==> src/rtl/game_pkg.sv <==
// Shared definitions for the stacking game: screen geometry, colours and
// the block drawer state encoding.
package game_pkg;

  localparam int SCREEN_W = 160;
  localparam int SCREEN_H = 120;
  localparam int BLOCK_H  = 8;

  typedef logic [2:0] colour_t;

  localparam colour_t BG_COLOUR = 3'b000;

  typedef enum logic [1:0] {
    ST_IDLE,
    ST_ERASE,
    ST_DRAW,
    ST_DONE
  } state_t;

endpackage

==> src/rtl/rect_scanner.sv <==
// Row-major rectangle walker shared by the erase and draw phases. A load
// captures the base corner and width and rewinds to the top-left pixel;
// each advance steps one pixel. The address is formed one bit wider than
// the screen so off-screen pixels are flagged rather than wrapped.
module rect_scanner #(
  parameter int BLOCK_H  = 8,
  parameter int SCREEN_W = 160,
  parameter int SCREEN_H = 120
) (
  input  logic       clk,
  input  logic       resetn,
  input  logic       load,
  input  logic       advance,
  input  logic [7:0] base_x,
  input  logic [6:0] base_y,
  input  logic [7:0] width,
  output logic [7:0] pix_x,
  output logic [6:0] pix_y,
  output logic       pix_valid,
  output logic       last
);

  logic [7:0] bx_q, bx_d;
  logic [6:0] by_q, by_d;
  logic [7:0] bw_q, bw_d;
  logic [7:0] col_q, col_d;
  logic [6:0] row_q, row_d;
  logic [8:0] sum_x;
  logic [7:0] sum_y;

  // Next base/counter values: load rewinds, advance steps along the row.
  always_comb begin
    bx_d  = bx_q;
    by_d  = by_q;
    bw_d  = bw_q;
    col_d = col_q;
    row_d = row_q;
    if (load) begin
      bx_d  = base_x;
      by_d  = base_y;
      bw_d  = width;
      col_d = 8'd0;
      row_d = 7'd0;
    end else if (advance) begin
      if (col_q == bw_q - 8'd1) begin
        col_d = 8'd0;
        row_d = row_q + 7'd1;
      end else begin
        col_d = col_q + 8'd1;
      end
    end
  end

  // Scanner registers with synchronous active-low reset.
  always_ff @(posedge clk) begin
    if (!resetn) begin
      bx_q  <= 8'd0;
      by_q  <= 7'd0;
      bw_q  <= 8'd0;
      col_q <= 8'd0;
      row_q <= 7'd0;
    end else begin
      bx_q  <= bx_d;
      by_q  <= by_d;
      bw_q  <= bw_d;
      col_q <= col_d;
      row_q <= row_d;
    end
  end

  // Wide pixel address, clip test and end-of-rectangle flag.
  always_comb begin
    sum_x     = {1'b0, bx_q} + {1'b0, col_q};
    sum_y     = {1'b0, by_q} + {1'b0, row_q};
    pix_x     = sum_x[7:0];
    pix_y     = sum_y[6:0];
    pix_valid = (sum_x < 9'(SCREEN_W)) && (sum_y < 8'(SCREEN_H));
    last      = (col_q == bw_q - 8'd1) && (row_q == 7'(BLOCK_H - 1));
  end

endmodule

==> src/rtl/block_drawer.sv <==
// Erases the previously drawn block in the background colour, then draws
// the newly requested one, one pixel per clock into the VGA write port.
import game_pkg::*;

module block_drawer #(
  parameter int      BLOCK_H   = game_pkg::BLOCK_H,
  parameter int      SCREEN_W  = game_pkg::SCREEN_W,
  parameter int      SCREEN_H  = game_pkg::SCREEN_H,
  parameter colour_t BG_COLOUR = game_pkg::BG_COLOUR
) (
  input  logic       clk,
  input  logic       resetn,
  input  logic       start,
  input  logic       commit,
  input  logic [7:0] x_in,
  input  logic [6:0] y_in,
  input  logic [7:0] width_in,
  input  logic [2:0] colour_in,
  output logic [7:0] vga_x,
  output logic [6:0] vga_y,
  output logic [2:0] vga_colour,
  output logic       plot,
  output logic       busy,
  output logic       done
);

  state_t     state_q, state_d;
  logic [7:0] nx_q, nx_d, nw_q, nw_d;
  logic [6:0] ny_q, ny_d;
  colour_t    nc_q, nc_d;
  logic [7:0] old_x_q, old_x_d, old_w_q, old_w_d;
  logic [6:0] old_y_q, old_y_d;
  logic       old_valid_q, old_valid_d, pend_q, pend_d;
  logic [7:0] vga_x_q, vga_x_d;
  logic [6:0] vga_y_q, vga_y_d;
  colour_t    vga_colour_q, vga_colour_d;
  logic       plot_q, plot_d, busy_q, busy_d, done_q, done_d;

  logic       scan_load, scan_adv;
  logic [7:0] ld_x, ld_w, scan_x;
  logic [6:0] ld_y, scan_y;
  logic       scan_valid, scan_last;

  rect_scanner #(
    .BLOCK_H (BLOCK_H),
    .SCREEN_W(SCREEN_W),
    .SCREEN_H(SCREEN_H)
  ) u_scanner (
    .clk      (clk),
    .resetn   (resetn),
    .load     (scan_load),
    .advance  (scan_adv),
    .base_x   (ld_x),
    .base_y   (ld_y),
    .width    (ld_w),
    .pix_x    (scan_x),
    .pix_y    (scan_y),
    .pix_valid(scan_valid),
    .last     (scan_last)
  );

  // Next state, old-block bookkeeping and the next registered pixel outputs.
  always_comb begin
    state_d      = state_q;
    nx_d         = nx_q;
    ny_d         = ny_q;
    nw_d         = nw_q;
    nc_d         = nc_q;
    old_x_d      = old_x_q;
    old_y_d      = old_y_q;
    old_w_d      = old_w_q;
    old_valid_d  = old_valid_q;
    pend_d       = pend_q;
    scan_load    = 1'b0;
    scan_adv     = 1'b0;
    ld_x         = nx_q;
    ld_y         = ny_q;
    ld_w         = nw_q;
    vga_x_d      = 8'd0;
    vga_y_d      = 7'd0;
    vga_colour_d = 3'b000;
    plot_d       = 1'b0;
    busy_d       = 1'b0;
    done_d       = 1'b0;

    case (state_q)
      ST_IDLE: begin
        if (commit) old_valid_d = 1'b0;
        if (start) begin
          nx_d = x_in;
          ny_d = y_in;
          nw_d = width_in;
          nc_d = colour_in;
          if (old_valid_q && !commit && (old_w_q != 8'd0)) begin
            state_d   = ST_ERASE;
            scan_load = 1'b1;
            ld_x      = old_x_q;
            ld_y      = old_y_q;
            ld_w      = old_w_q;
          end else if (width_in != 8'd0) begin
            state_d   = ST_DRAW;
            scan_load = 1'b1;
            ld_x      = x_in;
            ld_y      = y_in;
            ld_w      = width_in;
          end else begin
            state_d = ST_DONE;
          end
        end
      end

      ST_ERASE: begin
        vga_x_d      = scan_x;
        vga_y_d      = scan_y;
        vga_colour_d = BG_COLOUR;
        plot_d       = scan_valid;
        busy_d       = 1'b1;
        scan_adv     = 1'b1;
        if (commit) pend_d = 1'b1;
        if (scan_last) begin
          if (nw_q != 8'd0) begin
            state_d   = ST_DRAW;
            scan_load = 1'b1;
          end else begin
            state_d = ST_DONE;
            if (pend_q || commit) old_valid_d = 1'b0;
            pend_d = 1'b0;
          end
        end
      end

      ST_DRAW: begin
        vga_x_d      = scan_x;
        vga_y_d      = scan_y;
        vga_colour_d = nc_q;
        plot_d       = scan_valid;
        busy_d       = 1'b1;
        scan_adv     = 1'b1;
        if (commit) pend_d = 1'b1;
        if (scan_last) begin
          state_d     = ST_DONE;
          old_x_d     = nx_q;
          old_y_d     = ny_q;
          old_w_d     = nw_q;
          old_valid_d = !(pend_q || commit);
          pend_d      = 1'b0;
        end
      end

      ST_DONE: begin
        done_d  = 1'b1;
        state_d = ST_IDLE;
        if (commit) old_valid_d = 1'b0;
      end

      default: state_d = ST_IDLE;
    endcase
  end

  // State, latched request, old record and output registers.
  always_ff @(posedge clk) begin
    if (!resetn) begin
      state_q      <= ST_IDLE;
      nx_q         <= 8'd0;
      ny_q         <= 7'd0;
      nw_q         <= 8'd0;
      nc_q         <= 3'b000;
      old_x_q      <= 8'd0;
      old_y_q      <= 7'd0;
      old_w_q      <= 8'd0;
      old_valid_q  <= 1'b0;
      pend_q       <= 1'b0;
      vga_x_q      <= 8'd0;
      vga_y_q      <= 7'd0;
      vga_colour_q <= 3'b000;
      plot_q       <= 1'b0;
      busy_q       <= 1'b0;
      done_q       <= 1'b0;
    end else begin
      state_q      <= state_d;
      nx_q         <= nx_d;
      ny_q         <= ny_d;
      nw_q         <= nw_d;
      nc_q         <= nc_d;
      old_x_q      <= old_x_d;
      old_y_q      <= old_y_d;
      old_w_q      <= old_w_d;
      old_valid_q  <= old_valid_d;
      pend_q       <= pend_d;
      vga_x_q      <= vga_x_d;
      vga_y_q      <= vga_y_d;
      vga_colour_q <= vga_colour_d;
      plot_q       <= plot_d;
      busy_q       <= busy_d;
      done_q       <= done_d;
    end
  end

  assign vga_x      = vga_x_q;
  assign vga_y      = vga_y_q;
  assign vga_colour = vga_colour_q;
  assign plot       = plot_q;
  assign busy       = busy_q;
  assign done       = done_q;

endmodule

==> config.mk <==
export PLATFORM = sky130hd
export DESIGN_NAME = block_drawer
export DESIGN_NICKNAME = d
export VERILOG_FILES = /design/src/rtl/game_pkg.sv /design/src/rtl/rect_scanner.sv /design/src/rtl/block_drawer.sv
export SDC_FILE = /design/constraint.sdc
export NUM_CORES = 1
export LEC_CHECK = 0
export ABC_AREA = 1
export BUFFER_PORTS_ARGS = -buffer_cell sky130_fd_sc_hd__buf_2
export CORE_MARGIN = 3
export CORE_UTILIZATION = 60
export CTS_BUF_LIST = sky130_fd_sc_hd__clkbuf_8
export DETAILED_ROUTE_END_ITERATION = 6
export PLACE_DENSITY = 0.8
export SYNTH_ARGS = -nofsm -noshare
export SYNTH_HDL_FRONTEND = slang
export SYNTH_SLANG_ARGS = --single-unit
==> constraint.sdc <==
create_clock -name clk -period 2.3 [get_ports clk]
set_clock_uncertainty 0.15 [all_clocks]
set_input_delay 0.23 -clock clk [delete_from_list [all_inputs] [get_ports clk]]
set_output_delay 0.23 -clock clk [all_outputs]
set_load 0.02 [all_outputs]
# Yosys cells after proc, flatten, opt, wreduce, memory -nomap -nowiden
# Index checks and enable logic that the tools add are counted.
op_classes:
  n_addsub: 5
  magnitude_cmp: 2
  n_eq_ne: 11
  n_mux: 39
  bitwise: 1
  n_reduce_logical: 22
op_table:
  columns: ["cell", "n"]
  rows:
  - ["$mux W8", 9]
  - ["$mux W7", 4]
  - ["$reduce_bool A8 Y1", 3]
  - ["$mux W1", 18]
  - ["$ne A2 B2 Y1 const B", 5]
  - ["$reduce_and A2 Y1", 5]
  - ["$add A8 B8 Y9", 1]
  - ["$lt A9 B8 Y1 const B", 1]
  - ["$add A7 B7 Y8", 1]
  - ["$add A8 B1 Y8 const B", 1]
  - ["$eq A8 B8 Y1", 1]
  - ["$lt A8 B7 Y1 const B", 1]
  - ["$mux W2", 4]
  - ["$pmux W2 S4", 1]
  - ["$sub A8 B1 Y8 const B", 1]
  - ["$add A7 B1 Y7 const B", 1]
  - ["$eq A7 B3 Y1 const B", 1]
  - ["$reduce_or A2 Y1", 3]
  - ["$reduce_and A5 Y1", 1]
  - ["$eq A2 B2 Y1 const B", 2]
  - ["$logic_and A1 B1 Y1", 4]
  - ["$pmux W1 S2", 2]
  - ["$pmux W1 S3", 1]
  - ["$reduce_and A3 Y1", 1]
  - ["7 further kinds", 8]
totals:
  ff_bits: 112
  output_inout_bits: 21
  word_cells: 101

# Longest topological paths before layout
# Gate-level depths: netlist (run 1).
depth:
  ltp_word: 7
  depth_mapped: 13

# By module
# From an unflattened synthesis (run 1), not the netlist that was laid out.
hier_totals:
  hier_cells: 849
  area_unflattened_um2: 5824.3
by_module_without_submodules:
  columns: ["mod", "n_inst", "cells_each", "area_each_um2", "seq_area_each_um2"]
  rows:
  - ["block_drawer", 1, 486, 3353.2, 1481.4]
  - ["rect_scanner", 1, 363, 2471.1, 760.7]

# Worst setup path after synthesis (run 1)
# No wires, ideal clock.
synth_path:
  path_kind: "register -> register"
  start: "register u_scanner.bw_q[0]"
  end: "register u_scanner.bw_q[0]"
  setup_time_ps: 113
  arrival_ps: 1832
  slack_ps: 205
  stages_incl_launch_ff: 14
  path_buffers: 2
  period_less_slack_ps: 2095
  path_cell_list: "dfxtp_1 > inv_2 > ha_1 > xnor2_1 > nor2_1 > nand2_1 > nor2_1 > nand2_1 > nor2_4 > nand4_2 > buf_6 > buf_6 > a21oi_2 > nor2_1"
synth_via:
  elab_chain_cells: 5
synth_rtl:
  columns: ["element", "line_no", "rtl"]
  rows:
  - ["start: declaration", "rect_scanner.sv:25", "logic [7:0] bw_q, bw_d;"]
  - ["start signal: assignment", "rect_scanner.sv:65", "bw_q <= bw_d;"]
  - ["$sub A8 B1 Y8", "rect_scanner.sv:78", "last = (col_q == bw_q - 8'd1) && (row_q == 7'(BLOCK_H - 1));"]
  - ["$eq A8 B8 Y1", "rect_scanner.sv:78", null]
  - ["$logic_and A1 B1 Y1", "rect_scanner.sv:78", null]
  - ["$mux W1", "block_drawer.sv:120", "if (scan_last) begin"]
  - ["$pmux W1 S2", "block_drawer.sv:86", "case (state_q)"]
# No other way between the ends.
# A chain may end at the register's enable or synchronous reset.

# Worst setup path after layout (run 1)
layout_path:
  start: "register u_scanner.bw_q[0]"
  end: "register u_scanner.row_q[0]"
layout_via:
  elab_chain_cells: 6
  word_cells_on_any_way: 7
  cone_classes: "1 x add/sub; 1 x eq/ne; 2 x mux; 3 x reduce/logical"
layout_rtl:
  columns: ["element", "line_no", "rtl"]
  rows:
  - ["$sub A8 B1 Y8 *", "rect_scanner.sv:45, rect_scanner.sv:78", null]
  - ["$eq A8 B8 Y1 *", "rect_scanner.sv:45, rect_scanner.sv:78", null]
  - ["$logic_and A1 B1 Y1", "rect_scanner.sv:78", null]
  - ["$mux W1", "block_drawer.sv:120", null]
  - ["$pmux W1 S2", "block_drawer.sv:86", null]
  - ["$reduce_or A2 Y1 (no source line)", null, null]
  - ["end signal: assignment", "rect_scanner.sv:67", "row_q <= row_d;"]
  - ["end: declaration", "rect_scanner.sv:27", "logic [6:0] row_q, row_d;"]
# Every way passes the cells marked *; elsewhere a longest branch is shown, timed or not.

==> metrics, run 1 <==
DRT antenna net count=0; delay-heaviest family, CP=simple AND/OR/NAND/NOR gates; Die Ht=about 110 µm; Arrival @ worst endpoint=around 2.4 ns; drc violations=0; Worst setup EP type=flop; IR drop worst, VDD=around 0.42 mV; Root Buffer=clkbuf_8; Final Setup Violations=0; minimum clock period=around 2.2 ns; Initial DRC Count=516; clk_lat worst skew=around 0.38 ns; Core Rows=36; # diodes=0; sw power=0.00253 W; Worst Max-Slew Pin Slew=between 0.6 and 0.7 ns; status=finished, final reports clean; final wirelength=15.1 mm; critical path's slowest cell=dfxtp_2; synth unique cells=36; global-route wire length before repair=roughly 24 mm; Met3 Wirelength=between 800 and 900 µm; Gate power share=42.1%; P_leak=about 3.4 nW; max-cap violations=0; Nets=~1.0k; Slew Viols, Final=0; die span in x=~110 µm; # port buffers=50; Max Used Layer=met4; worst min-delay path category=in2reg; GPL Wtd Cong=0.877; Die Area=~11000 µm²; Syn Area/Cell=approximately 6.8 µm²; sequential element share of the synthesized area=36.8%; commonest non-fill, non-tap cell in the layout=nand2_1; CP Buf/Inv Count=2; slowest stage delay, CP=approximately 0.34 ns; Fillers=roughly 870; wl on met1=6.94 mm; switching fraction of total power=41.0%; Crit Path Class=reg2reg; Final Power=just over 0.006 W; Seq cells post-synth=roughly 110; I/O pin count=slightly above 50; DR WL/cell=13.7 µm; Synth Instances=901; most frequent cells in the layout=nand2_1 (209), nor2_1 (133), dfxtp_1 (109); H-tree depth=3; achievable clock frequency=roughly 0.45 GHz; metal2 WL=7.11 mm; Clock power frac=between 15 and 20%; part of the power in registers=about two fifths; Synth Cell Area=about 6100 µm²; via count=slightly below 6k; Worst Path Required=roughly 2.4 ns; Initial DRT Pass Iterations=5; Core Area=around 10000 µm²; P_int=roughly 0.0037 W; starting density of the core=between 60 and 70%; Clock Tree Buf Depth=2; largest net degree at the start of global routing=58; CTS tree=done; Final TNS setup=0 ns; Avg Vias per Cell=between 5 and 6; pwr/cell area=roughly 870 nW/µm²; synth warn=0; Final period util=a little over nine tenths; clk sink count=112; share of layout cells above drive strength 1=roughly 13%; area added between synthesis and finish=16.4%; Reg clk slew, reported paths=between 0.1 and 0.15 ns; cts bufs inserted=9; unrepaired setup endpoints after global routing=true; DP HPWL=roughly 9.7 mm; initial antenna violation count=0; CP max FO=8; syn nets=approximately 960; nature of the critical path startpoint=flop; vias in the first global route=a little over 5k; Global Route Usage Sum=~25%; crit-path cells=inv_2 -> ha_4 -> xnor2_1 -> nor2_1 -> nand2_1 -> nor2_1 -> nand2_1 -> nor2_4 -> nand4_4 -> buf_12 -> nand3_2 -> nor2_1; Final Hold Fails=0; most frequent CP cell=nor2_1; max_slew headroom=a little over half; grt ovf=0
-- through the flow --
stage | util, % | instance area (µm²) | worst slack (ns) | hold slack [ns] | instances
after floorplan | - | 6090 | 0.205 | 0.225 | 901
after global placement | 66.1 | 6490 | 0.130 | 0.280 | 1059
after detailed placement | 66.1 | 6490 | 0.0748 | 0.284 | 1059
after CTS | 70.6 | 6930 | 0.0463 | 0.0482 | 1101
after global routing | 72.2 | 7090 | -0.0749 | 0.0726 | 1106
final | 72.2 | 7090 | 0.0574 | 0.0624 | 1106
-- sequential cells by signal, indices dropped and copies added (netlist names) --
register,cells
nw_q,8
nx_q,8
old_w_q,8
old_x_q,8
u_scanner.bw_q,8
u_scanner.bx_q,8
u_scanner.col_q,8
vga_x,8
ny_q,7
old_y_q,7
u_scanner.by_q,7
u_scanner.row_q,7
vga_y,7
nc_q,3
vga_colour,3
state_q,2
busy,1
done,1
old_valid_q,1
pend_q,1
plot,1
-- kinds of logic after synthesis --
group / count (synthesis) / synth area share [%]
AO/OA/AOI/OAI: 117 / 11.2
XOR/XNOR: 23 / 3.31
flip-flops: 112 / 36.8
buffers and inverters: 143 / 9.64
AND/OR/NAND/NOR: 482 / 33.9
adder cells (fa/ha/maj): 24 / 5.18
-- final cells by class --
cell class	count	area, µm²	share of cell area, %
Clock buffer	11	151	2.14
Clock inverter	5	31.3	0.441
Inverter	101	379	5.35
Multi-Input combinational cell	646	3300	46.6
Sequential cell	112	2250	31.7
Tap cell	133	166	2.35
Timing Repair Buffer	98	811	11.4
-- power by group through the flow --
stage	clock network, W	registers [W]	logic [W]
global route	0.00120	0.00250	0.00293
CTS	0.00113	0.00246	0.00252
detailed placement	0	0.00250	0.00247
finish	0.00111	0.00247	0.00260
floorplan	0	0.00250	0.00187
global placement	0	0.00250	0.00245
-- final timing paths --
check | startpoint | endpoint | slack [ns] | cells past startpoint
min | resetn | u_scanner.by_q[0] | 0.06 | 3
max reg2reg | u_scanner.bw_q[0] | u_scanner.row_q[0] | 0.06 | 12
min reg2reg | nc_q[2] | vga_colour[2] | 0.30 | 2
max | u_scanner.bw_q[0] | u_scanner.row_q[0] | 0.06 | 12
-- what timing repair did --
action / CTS / global route
hold buffers: 26 / 0
buffers inserted: 0 / 1
resized for setup: 0 / 10
endpoints found under the hold margin: 26 / 0
endpoints found under the setup margin: 0 / 45
-- layer usage --
| layer | vias up | global-route usage (%) |
|---|---|---|
| met5 | - | 0 |
| met4 | 0 | 7.03 |
| met3 | 18 | 3.25 |
| met2 | 211 | 41.8 |
| met1 | 2614 | 35.4 |
| li1 | 3012 | - |
-- tightest hold or removal path, stage by stage --
cell and delay [ns]:
buf_2 0.20, nand2_1 0.10, nor2_1 0.03
-- synth_stat cells, drive strengths merged --
library cell	n	area share, %
o21ai	34	2.8
a31oi	2	0.21
o31ai	1	0.12
o21a	1	0.12
ha	22	4.5
fa	2	0.66
nor4	3	0.41
buf	23	2.2
nand3	98	8.2
a21o	1	0.12
xor2	15	2.2
a211oi	1	0.12
a21oi	74	7.3
or2	1	0.10
nor3	19	1.6
clkbuf	19	1.2
nand4	12	1.7
clkinv	1	0.062
xnor2	8	1.2
inv	100	6.2
dfxtp	112	37
o211ai	3	0.37
nand2	211	13
nor2	138	8.9
No activity file was read; power rests on OpenSTA's default activity.
==> run 2, diff against run 1 <==
CORE_ASPECT_RATIO = 0.8   (was not set)
==> run 2 against run 1 <==
  * Sequential cell count unchanged
  * Combinational power up 3%
  * Non-clock buffer count up 3
  * Hold slack better by 0.031 ns
  * Critical path depth down 4
  * Maximum frequency down 0.48%
  * Register-to-register slack about the same
  * Highest routed layer unchanged
  * Largest cell class unchanged
  * Via count up 1.8%
  * Clock power up 25%
  * Final cell count up 0.45%
==> metrics, run 2 (synthesis results as in run 1) <==
status=finished, final reports clean; reg2reg path depth=8; Nets=1025; Crit Path Class=reg2reg; crit path to=old_x_q[1]; Core Rows=32; max-cap violations=0; worst r2r src=u_scanner.row_q[1]; stages on the worst setup path=8; R2R Path End=old_x_q[1]; nature of the critical path startpoint=flop; I/O pin count=a little over 50; critical path's slowest cell=dfxtp_1; clk sink count=roughly 110; Core Area=roughly 10000 µm²; via count=a little under 6k; Worst Max-Slew Pin Slew=about 0.63 ns; clk_lat worst skew=0.39 ns; P_leak=~3.4 nW; commonest non-fill, non-tap cell in the layout=nand2_1; Global Route Usage Sum=between 20% and 30%; Arrival @ worst endpoint=~2.4 ns; CP max FO=11; DR WL/cell=between 10 and 15 µm; r2r setup slk=0.05 ns; Worst Setup SP=u_scanner.row_q[1]; Initial DRT Pass Iterations=5; minimum clock period=2.25 ns; # diodes=0; cts bufs inserted=9; area added between synthesis and finish=18.4%; GPL Wtd Cong=just under 0.9; die span in x=119 µm; hold_ws=around 0.093 ns; starting density of the core=between 60% and 70%; Worst Path Required=approximately 2.4 ns; max_slew headroom=approximately three fifths; grt ovf=0; Slew Viols, Final=0; Sequential Area=2250 µm²; most frequent cells in the layout=nand2_1 (197), nor2_1 (131), dfxtp_1 (109); CTS tree=done; Reg clk slew, reported paths=about 0.10 ns; pwr/cell area=slightly above 900 nW/µm²; DP HPWL=slightly above 10 mm; final wirelength=16.1 mm; Die Ht=between 90 and 100 µm; Final Instance Area=roughly 7200 µm²; Die Area=about 11000 µm²; Final Setup Violations=0; Root Buffer=clkbuf_8; delay-heaviest family, CP=simple AND/OR/NAND/NOR gates; unrepaired setup endpoints after global routing=true; achievable clock frequency=around 0.44 GHz; Avg Vias per Cell=5.36; hold path cells=4; Worst setup EP type=flop; Final Hold Fails=0; global-route wire length before repair=about 25 mm; DRT antenna net count=0; worst min-delay path category=in2reg; drc violations=0; Fillers=a little over 800; most frequent CP cell=nor2_1; crit-path cells=ha_1 -> nand3_1 -> nor4_2 -> buf_4 -> nand4_4 -> buf_6 -> nor2_1 -> nor2_1; share of layout cells above drive strength 1=15.2%; Multi-input gate area=around 3400 µm²; Final period util=roughly 100%; largest net degree at the start of global routing=54; Initial DRC Count=~560; CP Buf/Inv Count=2; Clock Tree Buf Depth=2; H-tree depth=3; Hold Startpoint=start; placed cell area=between 6000 and 7000 µm²; vias in the first global route=5199; # port buffers=50; slowest stage delay, CP=between 0.4 and 0.5 ns; IR drop worst, VDD=approximately 0.66 mV; initial antenna violation count=0; Final Core Density=between 70% and 80%
run 2: cell count changes in the layout (fill, tap and decap cells not counted), moves of 3 or more:
| cell | change |
|---|---|
| buf_4 | +5 |
| bufinv_16 | +3 |
| clkinv_2 | -3 |
| nand2_1 | -12 |
| nand2_2 | +9 |
| nand2_4 | +3 |
run 2: worst min path at each step:
stage	end	slack, ns
floorplan	nx_q[0]	0.22
global placement	vga_colour[0]	0.27
detailed placement	vga_colour[0]	0.27
CTS	state_q[0]	0.09
global route	state_q[1]	0.13
finish	state_q[0]	0.09
run 2: worst register-to-register path, cell delays in order (launching register included):
cell and delay [ns]:
dfxtp_1 0.43, ha_1 0.28, nand3_1 0.13, nor4_2 0.31, buf_4 0.20, nand4_4 0.22, buf_6 0.24, nor2_1 0.12
nor2_1 0.06
run 2: power breakdown:
part	switching (W)	internal (W)	total [W]
Sequential	0.000248	0.00224	0.00249
Combinational	0.00168	0.000993	0.00267
Clock	0.000651	0.000740	0.00139
run 2: routing by layer:
metal	up-vias	part of all wire [%]	track usage, %	routed length (µm)
li1	3012	-	-	-
met1	2696	46	37.5	7360
met2	225	45	43.4	7310
met3	26	7.1	5.23	1150
met4	0	1.8	8.58	286
met5	-	0	0	0
run 2: stage by stage:
step / total power [W] / worst slack, ns / TNS, ns / std cells
floorplan: 0.00438 / 0.205 / 0 / 901
global placement: 0.00501 / 0.153 / 0 / 1065
detailed placement: 0.00503 / 0.100 / 0 / 1065
CTS: 0.00645 / 0.0407 / 0 / 1106
global route: 0.00705 / -0.0674 / -1.10 / 1111
finish: 0.00656 / 0.0466 / 0 / 1111
run 2: repair_timing:
| action | 4_1_cts | 5_1_grt |
|---|---|---|
| hold endpoints to repair | 26 | 0 |
| resized for setup | 0 | 33 |
| setup buffers | 0 | 1 |
| setup endpoints to repair | 0 | 60 |
| hold buffers | 26 | 0 |
run 2: area by class of cell:
cell class / count / share of cell area, %
flip-flops and latches: 112 / 31.2
clock inverters: 5 / 1.35
well taps: 136 / 2.36
multi-input cells: 646 / 46.7
clock buffers: 10 / 1.91
repair buffers: 101 / 11.2
inverters: 101 / 5.33
